### src/rtl/regfile_pkg.sv
// ============================================================================
// Module      : regfile_pkg
// Description : Shared types, defaults and address helper for the register file.
// Revision    : 1.0 - initial release
// ============================================================================
`default_nettype none

package regfile_pkg;

    typedef enum logic [1:0] {
        RF_IDLE  = 2'd0,
        RF_CLEAR = 2'd1,
        RF_DONE  = 2'd2
    } rf_state_t;

    localparam int RF_XLEN_DEFAULT     = 32;
    localparam int RF_NUM_REGS_DEFAULT = 32;

    // True when an address names a real, writable register.
    function automatic logic rf_addr_ok(input int addr, input int num_regs, input bit zero_reg);
        return (addr < num_regs) && !(zero_reg && (addr == 0));
    endfunction

endpackage

`default_nettype wire

### src/rtl/regfile_clear_fsm.sv
// ============================================================================
// Module      : regfile_clear_fsm
// Description : Sequential clear engine; walks the file one register per cycle.
// Revision    : 1.0 - initial release
// ============================================================================
`default_nettype none

module regfile_clear_fsm
    import regfile_pkg::*;
#(
    parameter int NUM_REGS = RF_NUM_REGS_DEFAULT,
    parameter int ADDR_W   = $clog2(NUM_REGS)
) (
    input  logic              clk,
    input  logic              rst_n,
    input  logic              i_clear_req,
    output logic              o_clr_en,
    output logic [ADDR_W-1:0] o_clr_idx,
    output logic              o_clear_busy,
    output logic              o_clear_done
);

    localparam logic [ADDR_W-1:0] c_last_idx = ADDR_W'(NUM_REGS - 1);

    rf_state_t         r_state;
    logic [ADDR_W-1:0] r_idx;
    logic              r_clear_busy;
    logic              r_clear_done;

    always_ff @(posedge clk or negedge rst_n) begin
        if (!rst_n) begin
            r_state      <= RF_IDLE;
            r_idx        <= '0;
            r_clear_busy <= 1'b0;
            r_clear_done <= 1'b0;
        end else begin
            case (r_state)
                RF_IDLE: begin
                    if (i_clear_req) begin
                        r_state      <= RF_CLEAR;
                        r_idx        <= '0;
                        r_clear_busy <= 1'b1;
                    end
                end
                RF_CLEAR: begin
                    if (r_idx == c_last_idx) begin
                        r_state      <= RF_DONE;
                        r_clear_done <= 1'b1;
                    end else begin
                        r_idx <= r_idx + ADDR_W'(1);
                    end
                end
                RF_DONE: begin
                    r_state      <= RF_IDLE;
                    r_clear_busy <= 1'b0;
                    r_clear_done <= 1'b0;
                end
                default: begin
                    r_state      <= RF_IDLE;
                    r_clear_busy <= 1'b0;
                    r_clear_done <= 1'b0;
                end
            endcase
        end
    end

    assign o_clr_en     = (r_state == RF_CLEAR);
    assign o_clr_idx    = r_idx;
    assign o_clear_busy = r_clear_busy;
    assign o_clear_done = r_clear_done;

endmodule

`default_nettype wire

### src/rtl/regfile_scoreboard.sv
// ============================================================================
// Module      : regfile_scoreboard
// Description : RV32I integer register file, 2R/1W, with busy-bit scoreboard
//               and sequential clear. Optional macro REGFILE_BYPASS_EN
//               forwards same-cycle writes to the read ports.
// Revision    : 1.0 - initial release
// ============================================================================
`default_nettype none

module regfile_scoreboard
    import regfile_pkg::*;
#(
    parameter int XLEN     = RF_XLEN_DEFAULT,
    parameter int NUM_REGS = RF_NUM_REGS_DEFAULT,
    parameter int ADDR_W   = $clog2(NUM_REGS),
    parameter bit ZERO_REG = 1'b1
) (
    input  logic              clk_in,
    input  logic              reset_n,
    input  logic [ADDR_W-1:0] read_register_1,
    input  logic [ADDR_W-1:0] read_register_2,
    output logic [XLEN-1:0]   read_data_1,
    output logic [XLEN-1:0]   read_data_2,
    output logic              busy_1,
    output logic              busy_2,
    input  logic              reg_write,
    input  logic [ADDR_W-1:0] write_register,
    input  logic [XLEN-1:0]   data_to_write,
    input  logic              issue_valid,
    input  logic [ADDR_W-1:0] issue_rd,
    input  logic              clear_req,
    output logic              clear_busy,
    output logic              clear_done
);

    logic [XLEN-1:0]     r_regs [NUM_REGS];
    logic [NUM_REGS-1:0] r_busy;

    logic              w_clr_en;
    logic [ADDR_W-1:0] w_clr_idx;
    logic              w_clear_busy;
    logic              w_clear_done;
    logic              w_idle;
    logic              w_wr_accept;
    logic              w_iss_accept;
    logic [XLEN-1:0]   w_rd1;
    logic [XLEN-1:0]   w_rd2;
    logic              w_b1;
    logic              w_b2;

    regfile_clear_fsm #(
        .NUM_REGS (NUM_REGS),
        .ADDR_W   (ADDR_W)
    ) u_clear_fsm (
        .clk          (clk_in),
        .rst_n        (reset_n),
        .i_clear_req  (clear_req),
        .o_clr_en     (w_clr_en),
        .o_clr_idx    (w_clr_idx),
        .o_clear_busy (w_clear_busy),
        .o_clear_done (w_clear_done)
    );

    // Decode and writeback are frozen for the whole clear, including DONE.
    assign w_idle       = !w_clear_busy;
    assign w_wr_accept  = w_idle && reg_write &&
                          rf_addr_ok(32'(write_register), NUM_REGS, ZERO_REG);
    assign w_iss_accept = w_idle && issue_valid &&
                          rf_addr_ok(32'(issue_rd), NUM_REGS, ZERO_REG);

    always_ff @(posedge clk_in or negedge reset_n) begin
        if (!reset_n) begin
            for (int i = 0; i < NUM_REGS; i++) begin
                r_regs[i] <= '0;
            end
        end else begin
            for (int i = 0; i < NUM_REGS; i++) begin
                if (w_clr_en && (w_clr_idx == ADDR_W'(i))) begin
                    r_regs[i] <= '0;
                end else if (w_wr_accept && (write_register == ADDR_W'(i))) begin
                    r_regs[i] <= data_to_write;
                end
            end
        end
    end

    // Issue is checked before the write release so a new producer wins.
    always_ff @(posedge clk_in or negedge reset_n) begin
        if (!reset_n) begin
            r_busy <= '0;
        end else begin
            for (int i = 0; i < NUM_REGS; i++) begin
                if (w_clr_en && (w_clr_idx == ADDR_W'(i))) begin
                    r_busy[i] <= 1'b0;
                end else if (w_iss_accept && (issue_rd == ADDR_W'(i))) begin
                    r_busy[i] <= 1'b1;
                end else if (w_wr_accept && (write_register == ADDR_W'(i))) begin
                    r_busy[i] <= 1'b0;
                end
            end
        end
    end

    always_comb begin
        w_rd1 = '0;
        w_b1  = 1'b0;
        if (rf_addr_ok(32'(read_register_1), NUM_REGS, ZERO_REG)) begin
            w_rd1 = r_regs[read_register_1];
            w_b1  = r_busy[read_register_1];
        end
`ifdef REGFILE_BYPASS_EN
        if (w_wr_accept && (write_register == read_register_1)) begin
            w_rd1 = data_to_write;
            w_b1  = 1'b0;
        end
`endif
    end

    always_comb begin
        w_rd2 = '0;
        w_b2  = 1'b0;
        if (rf_addr_ok(32'(read_register_2), NUM_REGS, ZERO_REG)) begin
            w_rd2 = r_regs[read_register_2];
            w_b2  = r_busy[read_register_2];
        end
`ifdef REGFILE_BYPASS_EN
        if (w_wr_accept && (write_register == read_register_2)) begin
            w_rd2 = data_to_write;
            w_b2  = 1'b0;
        end
`endif
    end

    assign read_data_1 = w_rd1;
    assign read_data_2 = w_rd2;
    assign busy_1      = w_b1;
    assign busy_2      = w_b2;
    assign clear_busy  = w_clear_busy;
    assign clear_done  = w_clear_done;

endmodule

`default_nettype wire

### config.mk
export PLATFORM = sky130hd
export DESIGN_NAME = regfile_scoreboard
export DESIGN_NICKNAME = d
export VERILOG_FILES = /design/src/rtl/regfile_pkg.sv /design/src/rtl/regfile_clear_fsm.sv /design/src/rtl/regfile_scoreboard.sv
export SDC_FILE = /design/constraint.sdc
export NUM_CORES = 2
export LEC_CHECK = 0
export ABC_CLOCK_PERIOD_IN_PS = 4500
export CORE_ASPECT_RATIO = 0.75
export CORE_UTILIZATION = 25
export DETAILED_ROUTE_END_ITERATION = 16
export PLACE_DENSITY = 0.47
export SLEW_MARGIN = 20
export SYNTH_ARGS = -nofsm -noshare
export SYNTH_HDL_FRONTEND = slang
export SYNTH_HIERARCHICAL = 1
export SYNTH_SLANG_ARGS = --single-unit
### constraint.sdc
create_clock -name clk_in -period 4.5 [get_ports clk_in]
set_input_delay 0.45 -clock clk_in [delete_from_list [all_inputs] [get_ports clk_in]]
set_output_delay 0.45 -clock clk_in [all_outputs]
set_load 0.02 [all_outputs]
# After elaboration in Yosys (flattened, before gate mapping)

Cells that the tools add are included.

Add/subtract/negate cells: 1
Order comparisons: 4
Equal/unequal tests: 97
Mux-type cells: 184
Bitwise gates (word level): 4
Reductions and logical operators: 180

Operator list:

| operator                                                               | number |
|---|---|
| 32-bit two-way mux                                                     | 70 |
| 32-bit binary-select mux with 5-bit select                             | 2 |
| 5-bit equality test (second input constant)                            | 48 |
| 5-bit by 4-bit equality test with 1-bit output (second input constant) | 24 |
| 1-bit two-way mux                                                      | 102 |
| 1-bit logical AND                                                      | 100 |
| 3-bit nonzero test                                                     | 32 |
| 2-bit nonzero test                                                     | 33 |
| 5-bit by 3-bit equality test with 1-bit output (second input constant) | 12 |
| 5-bit zero test                                                        | 7 |
| 5-bit by 2-bit equality test with 1-bit output (second input constant) | 6 |
| 5-bit by 1-bit equality test with 1-bit output (second input constant) | 3 |
| 6-bit >= comparator (second input constant)                            | 2 |
| 5-bit by 6-bit < comparator with 1-bit output (second input constant)  | 2 |
| 5-bit inverter with 6-bit output                                       | 2 |
| 1-bit binary-select mux with 5-bit select                              | 2 |
| 5-bit two-way mux                                                      | 2 |
| 5-bit one-hot mux with 2 select lines                                  | 1 |
| 2-bit AND reduction                                                    | 3 |
| 5-bit by 1-bit adder with 5-bit output (second input constant)         | 1 |
| 2-bit two-way mux                                                      | 2 |
| 2-bit inequality test (second input constant)                          | 2 |
| 1-bit one-hot mux with 2 select lines                                  | 2 |
| 2-bit one-hot mux with 2 select lines                                  | 1 |
| 6 further kinds                                                        | 9 |

Bits in registers: 1065
Input port bits: 57
Output and inout bits: 68
Word-level logic and storage cells: 538

# Depth between registers and ports, before layout

Depth after elaboration: 7
Mapped depth: 8
Mapped depth without buffers: 6

# Modules after synthesis

Netlist, hierarchy kept.

By module, submodules not included:

| module             | times used | cells an instance | area an instance (µm²) |
|---|---|---|---|
| regfile_scoreboard | 1          | 3969              | 54872.6 |
| regfile_clear_fsm  | 1          | 36                | 414.1 |

# Worst setup path before layout

Ideal clock, no wire load.

Path type: input to output
From: input port read_register_2[0]
To: output port read_data_2[15]
Arrival time: 2.182 ns
Data required time: 4.050 ns
Path slack: 1.868 ns
Stages: 7
Path buffers: 4
Cell sequence: buf_2 > inv_1 > buf_2 > buf_2 > clkbuf_1 > o2111ai_1 > a311oi_1

Cells in the longest elaborated chain, start to end: 5
Elaborated cells on any way between the ends: 6
Classes of those cells: 4 x mux; 1 x bitwise; 1 x reduce/logical

RTL lines:

| what                                                   | line                      | text |
|---|---|---|
| from (decl)                                            | regfile_scoreboard.sv:21  | `input logic [ADDR_W-1:0] read_register_2,` |
| 5-bit inverter with 6-bit output (implied by the code) | regfile_scoreboard.sv:123 | `w_rd2 = r_regs[read_register_2];` |
| 32-bit binary-select mux with 5-bit select             | regfile_scoreboard.sv:123 |  |
| 32-bit two-way mux (implied by the code) (2 in a row)  | regfile_scoreboard.sv:123 |  |
| 32-bit two-way mux *                                   | regfile_scoreboard.sv:122 | `if (rf_addr_ok(32'(read_register_2), NUM_REGS, ZERO_REG)) begin` |
| to (decl)                                              | regfile_scoreboard.sv:23  | `output logic [XLEN-1:0] read_data_2,` |

Mark *: on every way between the ends. The rest lies on a longest branch, timed or not. The select of a mux whose other input is x is not followed.

# Worst setup path in the final report

From: input port read_register_1[0]
To: output port read_data_1[11]

Cells in the longest elaborated chain, start to end: 5
Elaborated cells on any way between the ends: 6
Classes of those cells: 4 x mux; 1 x bitwise; 1 x reduce/logical

RTL lines:

| what                                                   | line                      | text |
|---|---|---|
| from (decl)                                            | regfile_scoreboard.sv:20  | `input logic [ADDR_W-1:0] read_register_1,` |
| 5-bit inverter with 6-bit output (implied by the code) | regfile_scoreboard.sv:108 | `w_rd1 = r_regs[read_register_1];` |
| 32-bit binary-select mux with 5-bit select             | regfile_scoreboard.sv:108 |  |
| 32-bit two-way mux (implied by the code) (2 in a row)  | regfile_scoreboard.sv:108 |  |
| 32-bit two-way mux *                                   | regfile_scoreboard.sv:107 | `if (rf_addr_ok(32'(read_register_1), NUM_REGS, ZERO_REG)) begin` |
| to (decl)                                              | regfile_scoreboard.sv:22  | `output logic [XLEN-1:0] read_data_1,` |

Marked as above.

==> results.toml <==
[setup_path]
cp_common_cell = "buf_4"
critical_path.top_delay_family = "buffers and inverters"
reg2reg_depth = 6
startpoint_type = "primary input"
crit_buf_inv = 4
crit_required_ns = 4.05
path_cells = "buf_6 > and2_2 > buf_4 > a22oi_1 > a311oi_1 > buf_4 > clkdlybuf4s50_1"
endpoint_kind = "output pin"
r2r-end = "r_regs[614]"
r2r_slack_ns = 1.74
cpMaxStageDelayCell = "clkdlybuf4s50_1"
cpPeakStageDelay_ns = 0.60
crit_fanout = 33
setup.worst_path.start = "read_register_1[0]"
reg2reg_from = "u_clear_fsm/r_state[1]"
criticalPathCategory = "primary input to output pin"
cp_data_arrival_time_ns = 3.52

[global_route]
grt_overflow_total = 0
track_usage = 0.215
grt_max_degree = 125
grt_pass1_wl_microns = 344000
antenna_found_initial = 8
grt_pass1_vias = 41883

[logic_synthesis]
synth.avg_cell_area_sq_um = 13.8
yosysWarnings = 6
ys_types = 61
ys_ff_latch = 1065
synthesis.nets = 4064
synth_edf_count = 0
synthCells = 4005
synth-seq-area-share = 0.482
async_reset_ff_frac = 1.00
netlist_area_sq_um = 55300
ys.flop_type = "dfrtp_1"

[run]
drv_cap = 0

[clock_network]
numCtsBuffers = 119
cts_buffer_depth = 3
postCtsSetupRepairBufs = 0
post_cts_resized = 0
cts.sinks = 1065
ctsHoldBuffers = 1
root_buffer = "clkbuf_16"
insertion_delay_ns = 0.75
cts_tree = "built"
htree_levels = 3
clk_pin_slew_ns = 0.06

[placement]
dp.cells = 6838
gp_congestion = 0.890
dpl.hpwl_microns = 147000
port_buffers = 124

[die]
ioPinCount = 125
start_util = 0.252
fp.dieW_microns = 545
core_sq_um = 220000
die_y_microns = 409
fp-row-count = 149
dieArea_sq_um = 223000

[pwr]
cellLeakagePower_uw = 0.0277
ir_drop_v = 0.000352
powerDensity_nw_per_um2 = 425
p_total_uw = 27800

[route]
wl_per_cell_microns = 34.5
postRouteAntennaNets = 0
drt_iter0_markers = 5309
vias = 42571
drtPass1Iterations = 7
drc = 0
vias_per_cell = 6.03
totalWireLength_microns = 243000

[cells_and_area]
fin_util = 0.297
drive_gt1_frac = 0.284
area.sequential_sq_um = 26700
multi_input_area_sq_um = 26900
final_cells = 7065
n_fill_cell = 21882
area_growth_pct = 18.2
layout.nets = 4075

[sta]
worst_pin_slew_ns = 1.23
setup_tns_ns = 0
finalCriticalPeriod_ns = 3.97
max_freq_mhz = 252
setup_viol = 0
grt_setup_unrepaired = "no"
hold_viol = 0
relSlewSlack = 0.176
fin_skew_ns = 0.0340
whs_ns = 0.355
final_max_slew_viol_count = 0
fin_crit_sh = 0.883

[run_status]
status = "finished, final reports clean"

[min_path]
hold_path_class = "primary input to async pin"
sequential cells by signal (all words and copies together) (netlist names):
signal and cells:
u_clear_fsm/o_clear_busy 1, r_regs 1024, u_clear_fsm/o_clr_idx 5, r_busy 32, u_clear_fsm/o_clear_done 1, u_clear_fsm/r_state 2
layout make-up:
cell class	instances	area share
multi-input cells	2427	0.412
flip-flops and latches	1065	0.408
repair buffers	398	0.0569
well taps	2944	0.0563
clock buffers	178	0.0559
clock inverters	44	0.0106
inverters	5	0.000364
diodes	4	0.000153
worst reg2reg max path, cell delays in order, from the launching register on:
cell,delay (ns)
dfrtp_1,0.43
nand2b_1,0.20
inv_1,0.26
nand4b_1,0.36
o22a_2,0.70
buf_4,0.46
a22o_1,0.28
cell usage after synthesis, types with 2 or more instances:
master	n	area, sq um
a211oi_1	66	495
a21oi_1	26	130
a221oi_1	50	438
a22o_1	995	8710
a22oi_1	69	518
a311oi_1	66	578
a31oi_1	5	31.3
and2_1	37	231
and2b_1	2	15.0
buf_1	7	26.3
buf_2	208	1040
buf_4	26	195
buf_6	2	22.5
clkbuf_1	264	991
dfrtp_1	1065	26700
ha_1	2	25.0
inv_1	5	18.8
mux2_2	66	743
mux2i_1	132	1320
mux4_2	462	10400
nand2_1	71	267
nand2_2	2	12.5
nand2b_1	12	75.1
nand3_1	5	25.0
nand3b_1	2	15.0
nand4b_1	4	35.0
nand4bb_1	3	33.8
nor2_1	54	203
nor2_2	2	12.5
nor2_4	2	22.5
nor2b_1	75	469
nor3_1	4	20.0
nor3_2	22	220
nor4_1	2	12.5
nor4_2	3	37.5
nor4_4	3	63.8
o2111ai_1	16	140
o21ai_0	110	551
o21ai_1	8	40.0
o2bb2ai_1	26	228
or2_1	3	18.8
or4_1	2	15.0
worst max-delay path by stage:
stage | endpoint | cells past startpoint
2_1_floorplan | read_data_2[15] | 7
3_3_place_gp | read_data_1[11] | 7
3_5_place_dp | read_data_1[11] | 9
4_1_cts | read_data_1[11] | 9
5_1_grt | read_data_1[11] | 9
6_report | read_data_1[11] | 7
stage by stage:
step                setup slack [ns]  area, sq um
floorplan                       1.87        55300
global placement               0.567        61000
detailed placement             0.577        61000
CTS                            0.549        65400
global route                   0.440        65400
finish                         0.526        65400
logic make-up after synthesis:
family / Yosys count / synth area share
adders and majority gates: 2 / 0.000453
AOI/OAI and AO/OA: 1443 / 0.216
and+or+nand+nor: 320 / 0.0344
buffers and inverters: 513 / 0.0416
DFF: 1065 / 0.482
muxes: 662 / 0.226
metal layers:
| layer | GRT usage | wire, microns | vias to the layer above |
|---|---|---|---|
| met5 | 0.00130 | 27 | - |
| li1 | - | - | 16350 |
| met3 | 0.0567 | 25600 | 446 |
| met4 | 0.0883 | 10400 | 4 |
| met1 | 0.300 | 101000 | 23119 |
| met2 | 0.315 | 106000 | 2652 |
where the power goes:
group	switching, uW	total (uW)	internal (uW)
sequential	845	11400	10500
combinational	3260	5530	2260
clock	4360	10900	6500
total	8470	27800	19300
cell usage in the layout (no fill, tap or decap), types with 5 or more instances in the layout:
cell type and count:
nor4_4 6, o21ai_1 8, bufinv_16 16, nand2_1 71, and2_1 35, clkbuf_1 17, a22oi_1 69, o2111ai_1 16
mux2i_1 132, clkbuf_16 122, nor2b_1 71, a311oi_1 63, o2bb2ai_1 26, dfrtp_1 1065, buf_12 43, nor2_1 49
buf_4 286, nor3_4 22, a22o_1 995, clkinvlp_4 5, clkbuf_8 39, o21ai_0 110, nor2_4 7, a221oi_1 50
nand2b_1 10, nand3_1 5, a21oi_4 24, a31oi_4 5, mux4_2 462, clkdlybuf4s50_1 55, buf_8 5, clkinv_2 18
mux2_2 66, a211oi_1 66, buf_2 5
(Power assumes the default switching activity.)
